<file path="config.mk">
export PLATFORM = sky130hd
export DESIGN_NAME = piece_stager_flat
export DESIGN_NICKNAME = d
export VERILOG_FILES = /design/src/rtl/piece_stager_if.sv /design/src/rtl/piece_stager.sv /design/src/flat_wrapper.sv
export SDC_FILE = /design/constraint.sdc
export NUM_CORES = 1
export LEC_CHECK = 0
export CORE_ASPECT_RATIO = 0.75
export CORE_MARGIN = 8
export CORE_UTILIZATION = 50
export CTS_BUF_LIST = sky130_fd_sc_hd__clkbuf_8
export DETAILED_ROUTE_END_ITERATION = 12
export GPL_TIMING_DRIVEN = 0
export PLACE_DENSITY = 0.69
export REMOVE_ABC_BUFFERS = 1
export SLEW_MARGIN = 30
export SYNTH_ARGS = -nofsm -noshare
export SYNTH_HDL_FRONTEND = slang
export SYNTH_SLANG_ARGS = --single-unit
export TNS_END_PERCENT = 10
</file>
<file path="constraint.sdc">
create_clock -name clk -period 24.8 [get_ports clk]
set_input_delay 3.72 -clock clk [delete_from_list [all_inputs] [get_ports clk]]
set_output_delay 3.72 -clock clk [all_outputs]
set_load 0.01 [all_outputs]
</file>
<file path="src/rtl/piece_stager_if.sv">
// piece_stager_if: bundle between the game controller, piece_stager and grid memory port A.
//   start/mode/piece/rot/color : operation request (controller -> stager)
//   busy/placed/err            : operation status (stager -> controller)
//   we/addr/data               : grid memory write port A (stager -> memory)
//   blk_addr0..3               : piece cell addresses, ascending (stager -> move/collision logic)
interface piece_stager_if #(
   parameter int unsigned DATA_W = 8,
   parameter int unsigned ADDR_W = 8
) ();
   logic              start;
   logic              mode;
   logic [2:0]        piece;
   logic [1:0]        rot;
   logic [DATA_W-1:0] color;
   logic              busy;
   logic              placed;
   logic              err;
   logic              we;
   logic [ADDR_W-1:0] addr;
   logic [DATA_W-1:0] data;
   logic [ADDR_W-1:0] blk_addr0;
   logic [ADDR_W-1:0] blk_addr1;
   logic [ADDR_W-1:0] blk_addr2;
   logic [ADDR_W-1:0] blk_addr3;

   modport master (
      output start, mode, piece, rot, color,
      input  busy, placed, err, we, addr, data,
      input  blk_addr0, blk_addr1, blk_addr2, blk_addr3
   );

   modport slave (
      input  start, mode, piece, rot, color,
      output busy, placed, err, we, addr, data,
      output blk_addr0, blk_addr1, blk_addr2, blk_addr3
   );
endinterface

</file>
<file path="src/rtl/piece_stager.sv">
// piece_stager: stages a tetromino into a 4x4 window of grid memory.
// On an accepted start it latches mode/piece/rot/color, computes the piece's occupancy mask and
// its four cell addresses (sorted ascending), then either draws the whole window (PLACE) or
// zeroes only the four piece cells (ERASE) through grid memory port A.
// Ports:
//   clk : rising-edge clock
//   rst : synchronous active-low reset
//   bus : piece_stager_if.slave (request, status, write port A, cell addresses)
module piece_stager #(
   parameter int unsigned DATA_W = 8,
   parameter int unsigned ADDR_W = 8,
   parameter int unsigned BASE   = 232,
   parameter int unsigned STRIDE = 4
) (
   input  logic          clk,
   input  logic          rst,
   piece_stager_if.slave bus
);

   typedef enum logic [1:0] {StIdle, StCalc, StWrite, StDone} state_e;
   typedef logic [ADDR_W-1:0] addr_t;
   typedef logic [3:0][ADDR_W-1:0] addr4_t;

   localparam logic [2:0] PieceIllegal = 3'd7;

   // Window cell address; int arithmetic truncated to ADDR_W gives the mod 2^ADDR_W wrap.
   function automatic addr_t cell_addr(input logic [1:0] r, input logic [1:0] c);
      return addr_t'(BASE + 32'(r) * STRIDE + 32'(c));
   endfunction

   // One clockwise quarter turn of a 4x4 mask (bit r*4+c): (r,c) -> (c, 3-r).
   function automatic logic [15:0] rot_cw(input logic [15:0] m);
      logic [15:0] o;
      o = '0;
      for (int r = 0; r < 4; r++) begin
         for (int c = 0; c < 4; c++) begin
            o[c * 4 + (3 - r)] = m[r * 4 + c];
         end
      end
      return o;
   endfunction

   // Ascending sort of the four cell addresses; needed because wrap can break raster order.
   function automatic addr4_t sort4(input addr4_t a);
      addr4_t s;
      addr_t  tmp;
      s = a;
      for (int p = 0; p < 3; p++) begin
         for (int i = 0; i < 3 - p; i++) begin
            if (s[i] > s[i+1]) begin
               tmp    = s[i];
               s[i]   = s[i+1];
               s[i+1] = tmp;
            end
         end
      end
      return s;
   endfunction

   state_e            state_q, state_d;
   logic              mode_q, mode_d;
   logic [2:0]        piece_q, piece_d;
   logic [1:0]        rot_q, rot_d;
   logic [DATA_W-1:0] color_q, color_d;
   logic [15:0]       mask_q, mask_d;
   addr4_t            blk_q, blk_d;
   logic [3:0]        cnt_q, cnt_d;
   logic              busy_q, busy_d;
   logic              placed_q, placed_d;
   logic              err_q, err_d;
   logic              we_q, we_d;
   addr_t             addr_q, addr_d;
   logic [DATA_W-1:0] data_q, data_d;

   logic [15:0]       base_mask;
   logic [15:0]       mask_calc;
   addr4_t            cell_list;
   logic [2:0]        n_cells;

   // Occupancy mask and unsorted cell addresses from the latched piece/rotation.
   always_comb begin
      base_mask = '0;
      case (piece_q)
         3'd0:    base_mask = 16'h00F0;  // I
         3'd1:    base_mask = 16'h0066;  // O
         3'd2:    base_mask = 16'h0072;  // T
         3'd3:    base_mask = 16'h0036;  // S
         3'd4:    base_mask = 16'h0063;  // Z
         3'd5:    base_mask = 16'h0071;  // J
         3'd6:    base_mask = 16'h0074;  // L
         default: base_mask = '0;
      endcase

      unique case (rot_q)
         2'd0:    mask_calc = base_mask;
         2'd1:    mask_calc = rot_cw(base_mask);
         2'd2:    mask_calc = rot_cw(rot_cw(base_mask));
         default: mask_calc = rot_cw(rot_cw(rot_cw(base_mask)));
      endcase

      cell_list = '0;
      n_cells   = '0;
      for (int i = 0; i < 16; i++) begin
         if (mask_calc[i]) begin
            cell_list[n_cells[1:0]] = cell_addr(2'(i >> 2), 2'(i & 3));
            n_cells = n_cells + 3'd1;
         end
      end
   end

   always_comb begin
      state_d  = state_q;
      mode_d   = mode_q;
      piece_d  = piece_q;
      rot_d    = rot_q;
      color_d  = color_q;
      mask_d   = mask_q;
      blk_d    = blk_q;
      cnt_d    = cnt_q;
      busy_d   = busy_q;
      placed_d = placed_q;
      err_d    = err_q;
      we_d     = 1'b0;
      addr_d   = addr_q;
      data_d   = data_q;

      unique case (state_q)
         StIdle: begin
            if (bus.start) begin
               mode_d   = bus.mode;
               piece_d  = bus.piece;
               rot_d    = bus.rot;
               color_d  = bus.color;
               busy_d   = 1'b1;
               placed_d = 1'b0;
               err_d    = 1'b0;
               state_d  = StCalc;
            end
         end
         StCalc: begin
            cnt_d = '0;
            // Illegal piece skips WRITE; DONE then reports err instead of placed.
            if (piece_q == PieceIllegal) begin
               state_d = StDone;
            end else begin
               mask_d  = mask_calc;
               blk_d   = sort4(cell_list);
               state_d = StWrite;
            end
         end
         StWrite: begin
            we_d = 1'b1;
            if (mode_q) begin
               addr_d = blk_q[cnt_q[1:0]];
               data_d = '0;
            end else begin
               addr_d = cell_addr(cnt_q[3:2], cnt_q[1:0]);
               data_d = mask_q[cnt_q] ? color_q : '0;
            end
            cnt_d = cnt_q + 4'd1;
            if ((mode_q && cnt_q == 4'd3) || cnt_q == 4'd15) begin
               state_d = StDone;
            end
         end
         StDone: begin
            busy_d   = 1'b0;
            placed_d = (piece_q != PieceIllegal);
            err_d    = (piece_q == PieceIllegal);
            state_d  = StIdle;
         end
         default: state_d = StIdle;
      endcase
   end

   always_ff @(posedge clk) begin
      if (!rst) begin
         state_q  <= StIdle;
         mode_q   <= 1'b0;
         piece_q  <= '0;
         rot_q    <= '0;
         color_q  <= '0;
         mask_q   <= '0;
         blk_q    <= '0;
         cnt_q    <= '0;
         busy_q   <= 1'b0;
         placed_q <= 1'b0;
         err_q    <= 1'b0;
         we_q     <= 1'b0;
         addr_q   <= '0;
         data_q   <= '0;
      end else begin
         state_q  <= state_d;
         mode_q   <= mode_d;
         piece_q  <= piece_d;
         rot_q    <= rot_d;
         color_q  <= color_d;
         mask_q   <= mask_d;
         blk_q    <= blk_d;
         cnt_q    <= cnt_d;
         busy_q   <= busy_d;
         placed_q <= placed_d;
         err_q    <= err_d;
         we_q     <= we_d;
         addr_q   <= addr_d;
         data_q   <= data_d;
      end
   end

   assign bus.busy      = busy_q;
   assign bus.placed    = placed_q;
   assign bus.err       = err_q;
   assign bus.we        = we_q;
   assign bus.addr      = addr_q;
   assign bus.data      = data_q;
   assign bus.blk_addr0 = blk_q[0];
   assign bus.blk_addr1 = blk_q[1];
   assign bus.blk_addr2 = blk_q[2];
   assign bus.blk_addr3 = blk_q[3];

endmodule

</file>
<file path="src/flat_wrapper.sv">
// flat-port wrapper written by rule: the top's interface ports become plain ports
module piece_stager_flat 
#(
   parameter int unsigned DATA_W = 8,
   parameter int unsigned ADDR_W = 8,
   parameter int unsigned BASE   = 232,
   parameter int unsigned STRIDE = 4
)
  (clk, rst, bus_start, bus_mode, bus_piece, bus_rot, bus_color, bus_busy, bus_placed, bus_err, bus_we, bus_addr, bus_data, bus_blk_addr0, bus_blk_addr1, bus_blk_addr2, bus_blk_addr3);
  piece_stager_if #(.DATA_W(DATA_W), .ADDR_W(ADDR_W)) bus_i ();
  input  logic clk;
  input  logic rst;
  input wire logic [$bits(bus_i.start)-1:0] bus_start;
  input wire logic [$bits(bus_i.mode)-1:0] bus_mode;
  input wire logic [$bits(bus_i.piece)-1:0] bus_piece;
  input wire logic [$bits(bus_i.rot)-1:0] bus_rot;
  input wire logic [$bits(bus_i.color)-1:0] bus_color;
  output wire logic [$bits(bus_i.busy)-1:0] bus_busy;
  output wire logic [$bits(bus_i.placed)-1:0] bus_placed;
  output wire logic [$bits(bus_i.err)-1:0] bus_err;
  output wire logic [$bits(bus_i.we)-1:0] bus_we;
  output wire logic [$bits(bus_i.addr)-1:0] bus_addr;
  output wire logic [$bits(bus_i.data)-1:0] bus_data;
  output wire logic [$bits(bus_i.blk_addr0)-1:0] bus_blk_addr0;
  output wire logic [$bits(bus_i.blk_addr1)-1:0] bus_blk_addr1;
  output wire logic [$bits(bus_i.blk_addr2)-1:0] bus_blk_addr2;
  output wire logic [$bits(bus_i.blk_addr3)-1:0] bus_blk_addr3;
  assign bus_i.start = bus_start;
  assign bus_i.mode = bus_mode;
  assign bus_i.piece = bus_piece;
  assign bus_i.rot = bus_rot;
  assign bus_i.color = bus_color;
  assign bus_busy = bus_i.busy;
  assign bus_placed = bus_i.placed;
  assign bus_err = bus_i.err;
  assign bus_we = bus_i.we;
  assign bus_addr = bus_i.addr;
  assign bus_data = bus_i.data;
  assign bus_blk_addr0 = bus_i.blk_addr0;
  assign bus_blk_addr1 = bus_i.blk_addr1;
  assign bus_blk_addr2 = bus_i.blk_addr2;
  assign bus_blk_addr3 = bus_i.blk_addr3;
  piece_stager #(.DATA_W(DATA_W), .ADDR_W(ADDR_W), .BASE(BASE), .STRIDE(STRIDE)) u_core (.clk(clk), .rst(rst), .bus(bus_i));
endmodule
</file>
After elaboration in Yosys (flattened, before gate mapping)
Index checks and enable logic that the tools add are counted.

storage, ports and cells
  register bits after elaboration = 88
  bits in latches = 0
  RAM bits = 0
  bits in read-only memories = 0
  input port bits = 17
  output and inout port bits = 52
  word-level logic and storage cells = 258
  memories = 0

cells by class
  $add $sub $neg = 17
  multiply operators = 0
  divide/modulo/power cells = 0
  order comparisons = 38
  equality and inequality tests = 17
  shift-type cells = 0
  muxes and demuxes = 97
  bitwise gates (word level) = 46
  reduce and logical (&&, ||, !) cells = 26

operator list
  kind                                                                count
  2-to-1 mux 32 bit                                                   15
  2-to-1 mux 16 bit                                                   16
  demux 8 bit (select 2 bit)                                          15
  2-to-1 mux 8 bit                                                    20
  OR 24 bit                                                           6
  OR 20 bit                                                           5
  NOT 12 bit                                                          6
  bitwise AND 12 bit                                                  5
  OR 28 bit                                                           2
  one-hot mux 8 bit (7 select lines)                                  1
  bitwise AND 8 bit                                                   6
  greater-than comparator 8 bit                                       6
  NOT 8 bit                                                           6
  one-hot mux 16 bit (3 select lines)                                 1
  < comparator 2 x 3 -> 1 bit (second input constant)                 15
  2-to-1 mux 2 bit                                                    16
  greater-or-equal comparator 2 x 1 -> 1 bit (second input constant)  14
  adder 2 x 1 -> 2 bit (second input constant)                        13
  OR 5 x 20 -> 20 bit                                                 1
  bitwise AND 16 bit                                                  1
  binary-select mux 8 bit (select 2 bit)                              1
  logical AND 1 bit                                                   16
  NOT 16 bit                                                          1
  OR 16 bit                                                           1
  31 further kinds                                                    52

Depth between registers and ports, before layout
Gate-level depths: netlist of the first run.

  depth after elaboration = 57
  gate-level depth with buffers = 107
  depth with buffers taken out = 98

Worst setup path after synthesis of the first run
Ideal clock, no wire load.

  kind = register -> register
  start point = register u_core.rot_q[1]
  end point = register u_core.blk_q (netlist bit u_core.bus.blk_addr0[0])
  library setup time = 122 ps
  arrival = 18478 ps
  required time = 24678 ps
  slack = 6201 ps
  stages on the path, launching flop included = 97
  path buffers = 11
  clock period less this slack = 18599 ps
  path through = dfxtp_1 -> buf_4 -> buf_4 -> clkbuf_1 -> buf_2 -> buf_2 -> nor4b_1 -> inv_1 -> fa_1 -> clkbuf_1 -> xnor2_1 -> inv_1 -> ha_1 -> nand2_1 -> o21a_1 -> ha_1 -> nand2_1 -> a22oi_2 -> [61 not listed] -> nor2b_1 -> o21a_1 -> o21a_1 -> o21ai_0 -> nand2b_1 -> o21ai_0 -> clkbuf_1 -> o2111ai_1 -> nand4_1 -> ha_1 -> inv_1 -> a21o_1 -> a21oi_1 -> o21ai_0 -> o21ai_0 -> clkbuf_1 -> nor2_1 -> a221o_1

between the ends
  longest elaborated chain between the ends = 56
  elaborated cells between the ends (all ways) = 191
  classes of those cells = add/sub: 14; order compare: 36; eq/ne: 2; mux: 78; bitwise: 45; reduce/logical: 16

RTL lines
  element                                                       line                                      RTL
  start, declared                                               piece_stager.sv:63                        logic [1:0] rot_q, rot_d;
  start signal, assigned                                        piece_stager.sv:195                       rot_q <= rot_d;
  == test 2 bit (tied with other cells)                         piece_stager.sv:94                        unique case (rot_q)
  one-hot mux 16 bit (3 select lines) *                         piece_stager.sv:94
  net u_core.mask_calc[0]                                       piece_stager.sv:76                        logic [15:0] mask_calc;
  2-to-1 mux 1 bit                                              piece_stager.sv:104                       if (mask_calc[i]) begin
  adder 1 x 1 -> 2 bit (tied with other cells)                  piece_stager.sv:106                       n_cells = n_cells + 3'd1;
  2-to-1 mux 2 bit / logical AND 1 bit (equally long branches)  piece_stager.sv:104, piece_stager.sv:105
  adder 2 x 1 -> 2 bit (tied with other cells)                  piece_stager.sv:106
  2-to-1 mux 2 bit (tied with other cells)                      piece_stager.sv:104
  [41 not listed]                                               n/a
  2-to-1 mux 16 bit                                             piece_stager.sv:143                       if (piece_q == PieceIllegal) begin
  2-to-1 mux 16 bit                                             piece_stager.sv:127                       unique case (state_q)
  greater-than comparator 8 bit                                 piece_stager.sv:50                        if (s[i] > s[i+1]) begin
  2-to-1 mux 16 bit                                             piece_stager.sv:50
  2-to-1 mux 16 bit                                             piece_stager.sv:143
  2-to-1 mux 16 bit                                             piece_stager.sv:127
  greater-than comparator 8 bit                                 piece_stager.sv:50
  2-to-1 mux 16 bit *                                           piece_stager.sv:50
  end signal, assigned                                          piece_stager.sv:198                       blk_q <= blk_d;
  end, declared                                                 piece_stager.sv:66                        addr4_t blk_q, blk_d;

The timed path passes the listed nets; every way through them passes the cells marked *. The select of a mux whose other input is x is not followed.
A chain may end at the register's enable or synchronous reset.

Worst setup path after layout of the first run
  start point = register u_core.piece_q[0]
  end point = register u_core.blk_q (netlist bit u_core.bus.blk_addr1[1])

between the ends
  longest elaborated chain between the ends = 57
  elaborated cells between the ends (all ways) = 199
  classes of those cells = add/sub: 14; order compare: 36; eq/ne: 7; mux: 79; bitwise: 46; reduce/logical: 17

RTL lines
  element                                                       line                                      RTL
  start, declared                                               piece_stager.sv:62                        logic [2:0] piece_q, piece_d;
  start signal, assigned                                        piece_stager.sv:194                       piece_q <= piece_d;
  == test 3 bit (tied with other cells)                         piece_stager.sv:83                        case (piece_q)
  one-hot mux 8 bit (7 select lines)                            piece_stager.sv:83
  one-hot mux 16 bit (3 select lines)                           piece_stager.sv:94
  2-to-1 mux 1 bit                                              piece_stager.sv:104
  adder 1 x 1 -> 2 bit (tied with other cells)                  piece_stager.sv:106
  2-to-1 mux 2 bit / logical AND 1 bit (equally long branches)  piece_stager.sv:104, piece_stager.sv:105
  adder 2 x 1 -> 2 bit (tied with other cells)                  piece_stager.sv:106
  2-to-1 mux 2 bit (tied with other cells)                      piece_stager.sv:104
  [41 not listed]                                               n/a
  2-to-1 mux 16 bit                                             piece_stager.sv:143
  2-to-1 mux 16 bit                                             piece_stager.sv:127
  greater-than comparator 8 bit                                 piece_stager.sv:50
  2-to-1 mux 16 bit                                             piece_stager.sv:50
  2-to-1 mux 16 bit                                             piece_stager.sv:143
  2-to-1 mux 16 bit                                             piece_stager.sv:127
  greater-than comparator 8 bit                                 piece_stager.sv:50
  2-to-1 mux 16 bit                                             piece_stager.sv:50

Parallel ways exist; a longest one is shown, timed or not. The select of a mux whose other input is x is not followed.

==> results of run 1 <==
## metrics by stage
| step | TNS [ps] | utilization, % | hold slack, ps | cells | setup WS [ps] |
|---|---|---|---|---|---|
| after floorplan | 0 | - | 433.1 | 1021 | 4857 |
| after global placement | -4826 | 53.96 | 440.6 | 1304 | -626.5 |
| after detailed placement | 0 | 54.52 | 445.8 | 1308 | 2121 |
| after CTS | 0 | 55.73 | 455.4 | 1324 | 2038 |
| after global routing | 0 | 55.80 | 483.3 | 1324 | 728.1 |
| final | 0 | 55.80 | 453.5 | 1324 | 2226 |
## critical path, delay by kind of cell, from the launching register on
family	cells	cell delay (ps)
compound gates	40	10510
fa+ha+maj	18	6040
simple gates	22	3910
flops	1	930
buf+inv	7	750
mux	1	270
## layer usage
layer	vias to the layer above	wire length [um]	global-route usage [%]
li1	4077	-	-
met1	3916	12980	35.37
met2	320	10290	33.53
met3	20	2329	5.018
met4	0	230	4.211
met5	-	0	0
## path summary, 6_finish.rpt
path | from | endpoint | slack (ps) | cells past startpoint
worst min-delay path | u_core.mask_q[15]$_SDFFE_PN0P_ | u_core.mask_q[15]$_SDFFE_PN0P_ | 450 | 2
worst max-delay path | u_core.piece_q[0]$_SDFFE_PN0P_ | u_core.bus.blk_addr1[1]$_SDFFE_PN0P_ | 2230 | 88
worst max register to register | u_core.piece_q[0]$_SDFFE_PN0P_ | u_core.bus.blk_addr1[1]$_SDFFE_PN0P_ | 2230 | 88
worst min register to register | u_core.mask_q[15]$_SDFFE_PN0P_ | u_core.mask_q[15]$_SDFFE_PN0P_ | 450 | 2
## flip-flops by register name, summed over array words and instances (netlist names)
| register | cells |
|---|---|
| u_core.mask_q | 16 |
| u_core.bus.data | 8 |
| u_core.color_q | 8 |
| u_core.bus.addr | 6 |
| u_core.bus.blk_addr0 | 6 |
| u_core.bus.blk_addr1 | 6 |
| u_core.bus.blk_addr2 | 6 |
| u_core.bus.blk_addr3 | 6 |
| u_core.cnt_q | 4 |
| u_core.piece_q | 3 |
| u_core.rot_q | 2 |
| u_core.state_q | 2 |
| u_core.bus.busy | 1 |
| u_core.bus.err | 1 |
| u_core.bus.placed | 1 |
| u_core.bus.we | 1 |
| u_core.mode_q | 1 |
## layout by cell type (no fill, tap or decap), types with 9 or more instances in the layout
cell type        netlist  layout
nand2_1              122     121
ha_1                  99      98
nor2_1                85      85
a21oi_1               78      78
dfxtp_1               78      74
clkdlybuf4s50_1        0      68
inv_1                 58      59
o21ai_0               56      52
nand3_1               47      47
nor2b_1               21      21
a211oi_1              21      21
nor3_1                16      16
o21a_1                14      14
o211ai_1              14      14
and2_1                12      13
nand2b_1              12      12
a21o_1                12      12
a31oi_1               13      12
xnor2_1               11      11
clkbuf_8               0      11
a22oi_1               10      10
o31ai_1               10      10
and3_1                 9       9
nand4_1                9       9
mux4_2                 9       9
## kinds of logic after synthesis
family / Yosys count / synth area share (%)
adder cells (fa/ha/maj): 100 / 14.88
AND/OR/NAND/NOR: 388 / 22.97
buffers and inverters: 148 / 7.632
XOR/XNOR: 13 / 1.346
multiplexers: 24 / 4.541
flip-flops: 78 / 18.46
AO/OA/AOI/OAI: 356 / 30.17
## layout make-up
class	instances	area, um^2	share of cell area [%]
timing repair buffer	72	730.7	7.855
clock buffer	11	151.4	1.627
sequential	78	1567	16.84
multi-input combinational	881	6300	67.72
inverter	62	235.2	2.529
tap	215	269.0	2.892
clock inverter	5	50.05	0.5380
==> metrics.txt, run 1 <==
outcome finished clean; synthesis warning total 0; RSZ-0062 raised after global routing false; crit path DAT 22,830 ps; Hold Buf Count CTS 0; CP peak stage delay 930 ps; Die Ht 128.6 um; Hold Crit Class flip-flop to flip-flop; final setup skew 11.32 ps; Worst-Margin Slew 952.0 ps; share of the synthesized area in the top cell type 18.46%; largest net degree at the start of global routing 58; Clock Sinks 78; Final Critical Period 22,570 ps; area of the core 0.01667 mm^2; fin area 0.009303 mm^2; CTS-repair resized insts 0; vias per std cell 6.294; vias after detailed routing 8,333; Post-synth top cells nand2_1 (122), ha_1 (99), nor2_1 (85), a21oi_1 (78), dfxtp_1 (78); first-pass GRT wire length 40.78 mm; Worst EP required 25,060 ps; First DRT Iteration DRCs 837; die area 0.02138 mm^2; post-synth cell types 97; fmax 44.30 MHz; Clock Path Buffers 2; Crit Path Class flip-flop to flip-flop; drt first pass iters 6; I/O Buffers 68; highest-delay cell along the critical path dfxtp_1; Crit. End Element flip-flop; Core Rows 41; H-Tree Depth 3; Reg clk slew, reported paths 80 ps; Post-Syn Area 0.008459 mm^2; root buf cell clkbuf_8; Post-synth EDFFs 0; DRT antenna net count 0; Most Frequent Cell on Critical Path ha_1; Final Hold Fails 0; Final nets 1,221; average cell area after synthesis 7.642 um^2; DRC violations left 0; Primary FF master, synth dfxtp_1; synthesized instance count 1,107; Clock Latency Late Sink 350 ps; Yosys reg bits 78; synth top area cells dfxtp_1 (18%), ha_1 (15%), nand2_1 (5.4%), a21oi_1 (4.6%), nor2_1 (3.8%); ratio of cells with drive above 1 in the final layout 7.845%; CTS tree built; placed instance area 0.009090 mm^2; count leader, synth nand2_1; Layout area overhead 9.969%; initial cell density of the core 50.74%; Pins Over Slew Limit 0; I/O Pins 69; CP Launch Type flip-flop; initial antenna violation count 0; share of flip-flops with an asynchronous set or reset after synthesis 0%; total length of routed wires 25.84 mm; sequential area share after synthesis 18.46%; max cap viols 0; relative slew slack 36.53%; crit share post-route 91.02%; ant diodes 0; DP HPWL 20.05 mm; Routed WL per cell 19.51 um; Die W 166.2 um; TritonCTS Buffers 9; GRT Util Overall 23.46%; Setup Fix Bufs, Post-CTS 0; number of fill cells 1,612; crit path max fanout 28; gr ovfl total 0; GPL Wtd Cong 0.9686; final setup fails 0; vias in the first global route 7,338; cell taking the most area after synthesis dfxtp_1
Power of run 1 is not shown: default switching activity piles up to over one toggle a cycle in this logic, so the estimate is an artifact.
==> run 2, diff against run 1 <==
--- a/config.mk
+++ b/config.mk
@@ -13,7 +13,6 @@
 export GPL_TIMING_DRIVEN = 0
 export PLACE_DENSITY = 0.69
 export REMOVE_ABC_BUFFERS = 1
-export SLEW_MARGIN = 30
 export SYNTH_ARGS = -nofsm -noshare
 export SYNTH_HDL_FRONTEND = slang
 export SYNTH_SLANG_ARGS = --single-unit
==> metrics.txt, run 2 (synthesis results as in run 1) <==
Worst-Margin Slew 1272 ps; ratio of cells with drive above 1 in the final layout 7.387%; CP Buf/Inv Count 7; CP Launch Type flip-flop; initial antenna violation count 0; die area 0.02138 mm^2; most frequent cells in the layout nand2_1 (122), ha_1 (99), nor2_1 (85), a21oi_1 (78), dfxtp_1 (74); H-Tree Depth 3; DP HPWL 20.02 mm; Critical path origin u_core.rot_q[1]$_SDFFE_PN0P_; Most Frequent Cell on Critical Path ha_1; Non-Filler Instances 1,325; highest-delay cell along the critical path dfxtp_2; Clock Latency Late Sink 350 ps; CP top delay family compound AO/OA/AOI/OAI gates; R2R Path End u_core.bus.blk_addr1[6]$_SDFFE_PN0P_; Reg clk slew, reported paths 80 ps; Die Ht 128.6 um; crit path DAT 23,250 ps; final setup TNS 0 ps; DRT antenna net count 0; M3 GR Usage 5.018%; Final Critical Period 23,020 ps; placed instance area 0.009086 mm^2; Clock Sinks 78; I/O Pins 69; area of the core 0.01667 mm^2; Largest Register u_core.mask_q; commonest non-fill, non-tap cell in the layout nand2_1; critical path depth 89; DRC violations left 0; TritonCTS Buffers 9; first-pass GRT wire length 40.66 mm; RSZ-0062 raised after global routing false; Hold Crit Start u_core.mask_q[15]$_SDFFE_PN0P_; final setup fails 0; crit path max fanout 53; relative slew slack 14.80%; vias after detailed routing 8,336; fin util 55.70%; Routed WL per cell 19.39 um; Die W 166.2 um; Most Crowded Layer GR met1; Pins Over Slew Limit 0; vias per std cell 6.291; largest net degree at the start of global routing 54; gr ovfl total 0; Final nets 1,222; Worst EP required 25,030 ps; Final Hold Fails 0; I/O Buffers 68; CP peak stage delay 1000 ps; Reg-to-Reg Start u_core.rot_q[1]$_SDFFE_PN0P_; GPL Wtd Cong 0.9686; root buf cell clkbuf_8; dpl cells 1,309; Worst Hold Endpoint u_core.mask_q[15]$_SDFFE_PN0P_; Layout area overhead 9.777%; max cap viols 0; Crit Path Class flip-flop to flip-flop; drt first pass iters 5; Crit. End Element flip-flop; initial cell density of the core 50.74%; outcome finished clean; global-route met2 utilization 33.16%; R2R Setup Slk 1780 ps; GRT Util Overall 23.29%; Setup Fix Bufs, Post-CTS 0; max reg flops 16; ant diodes 0; met1 GRT Util 35.14%; Worst R2R Path Depth 89; CTS tree built; crit share post-route 92.80%; fin area 0.009286 mm^2; final setup skew 12.09 ps; vias in the first global route 7,316; Core Rows 41; total length of routed wires 25.69 mm; fmax 43.45 MHz; First DRT Iteration DRCs 964; Hold Crit Class flip-flop to flip-flop; Clock Path Buffers 2; hold depth 2
run 2: changes by cell type in the layout (fill, tap and decap cells not counted), sizes merged:
cell,change
clkbuf,-2
clkinvlp,+2
buf,+1
clkinv,+1
inv,-1
run 2: timing repair:
item                                    in CTS  in global routing
hold buffers                                 0                  0
resized for setup                            0                  4
endpoints found under the setup margin       0                 12
run 2: metrics by stage:
step | worst slack, ps | hold WS [ps]
6_report | 1785 | 454.6
5_1_grt | 68.97 | 479.2
4_1_cts | 1415 | 455.5
3_5_place_dp | 1496 | 445.6
3_3_place_gp | -626.5 | 440.6
2_1_floorplan | 4857 | 433.1
run 2: layer usage:
layer	wire [um]	vias to the layer above	part of all wire, %
met3	2576	26	10
met5	0	-	0
li1	-	4079	-
met1	12650	3898	49
met2	10150	333	40
met4	311	0	1.2
run 2: how the worst max path moves through the flow:
stage | endpoint | slack [ps]
2_1_floorplan | u_core.bus.blk_addr1[1]$_SDFFE_PN0P_ | 4860
3_3_place_gp | u_core.bus.blk_addr1[6]$_SDFFE_PN0P_ | -630
3_5_place_dp | u_core.bus.blk_addr1[1]$_SDFFE_PN0P_ | 1500
4_1_cts | u_core.bus.blk_addr1[1]$_SDFFE_PN0P_ | 1410
5_1_grt | u_core.bus.blk_addr1[6]$_SDFFE_PN0P_ | 70
6_report | u_core.bus.blk_addr1[6]$_SDFFE_PN0P_ | 1780
run 2: worst register-to-register path, delay by kind of cell (launching register included):
| family | cells | cell delay (ps) |
|---|---|---|
| compound gates | 42 | 10960 |
| fa+ha+maj | 18 | 6160 |
| simple gates | 21 | 3810 |
| flops | 1 | 1000 |
| buf+inv | 7 | 740 |
| mux | 1 | 280 |
run 2: final cells by class:
class                   instances  area [um^2]
fillers                      1582         7386
multi-input cells             881         6274
flip-flops and latches         78         1567
repair buffers                 73        754.5
well taps                     215        269.0
inverters                      62        232.7
clock buffers                   9        123.9
clock inverters                 7        66.31
Power of run 2 is left out for the same reason.
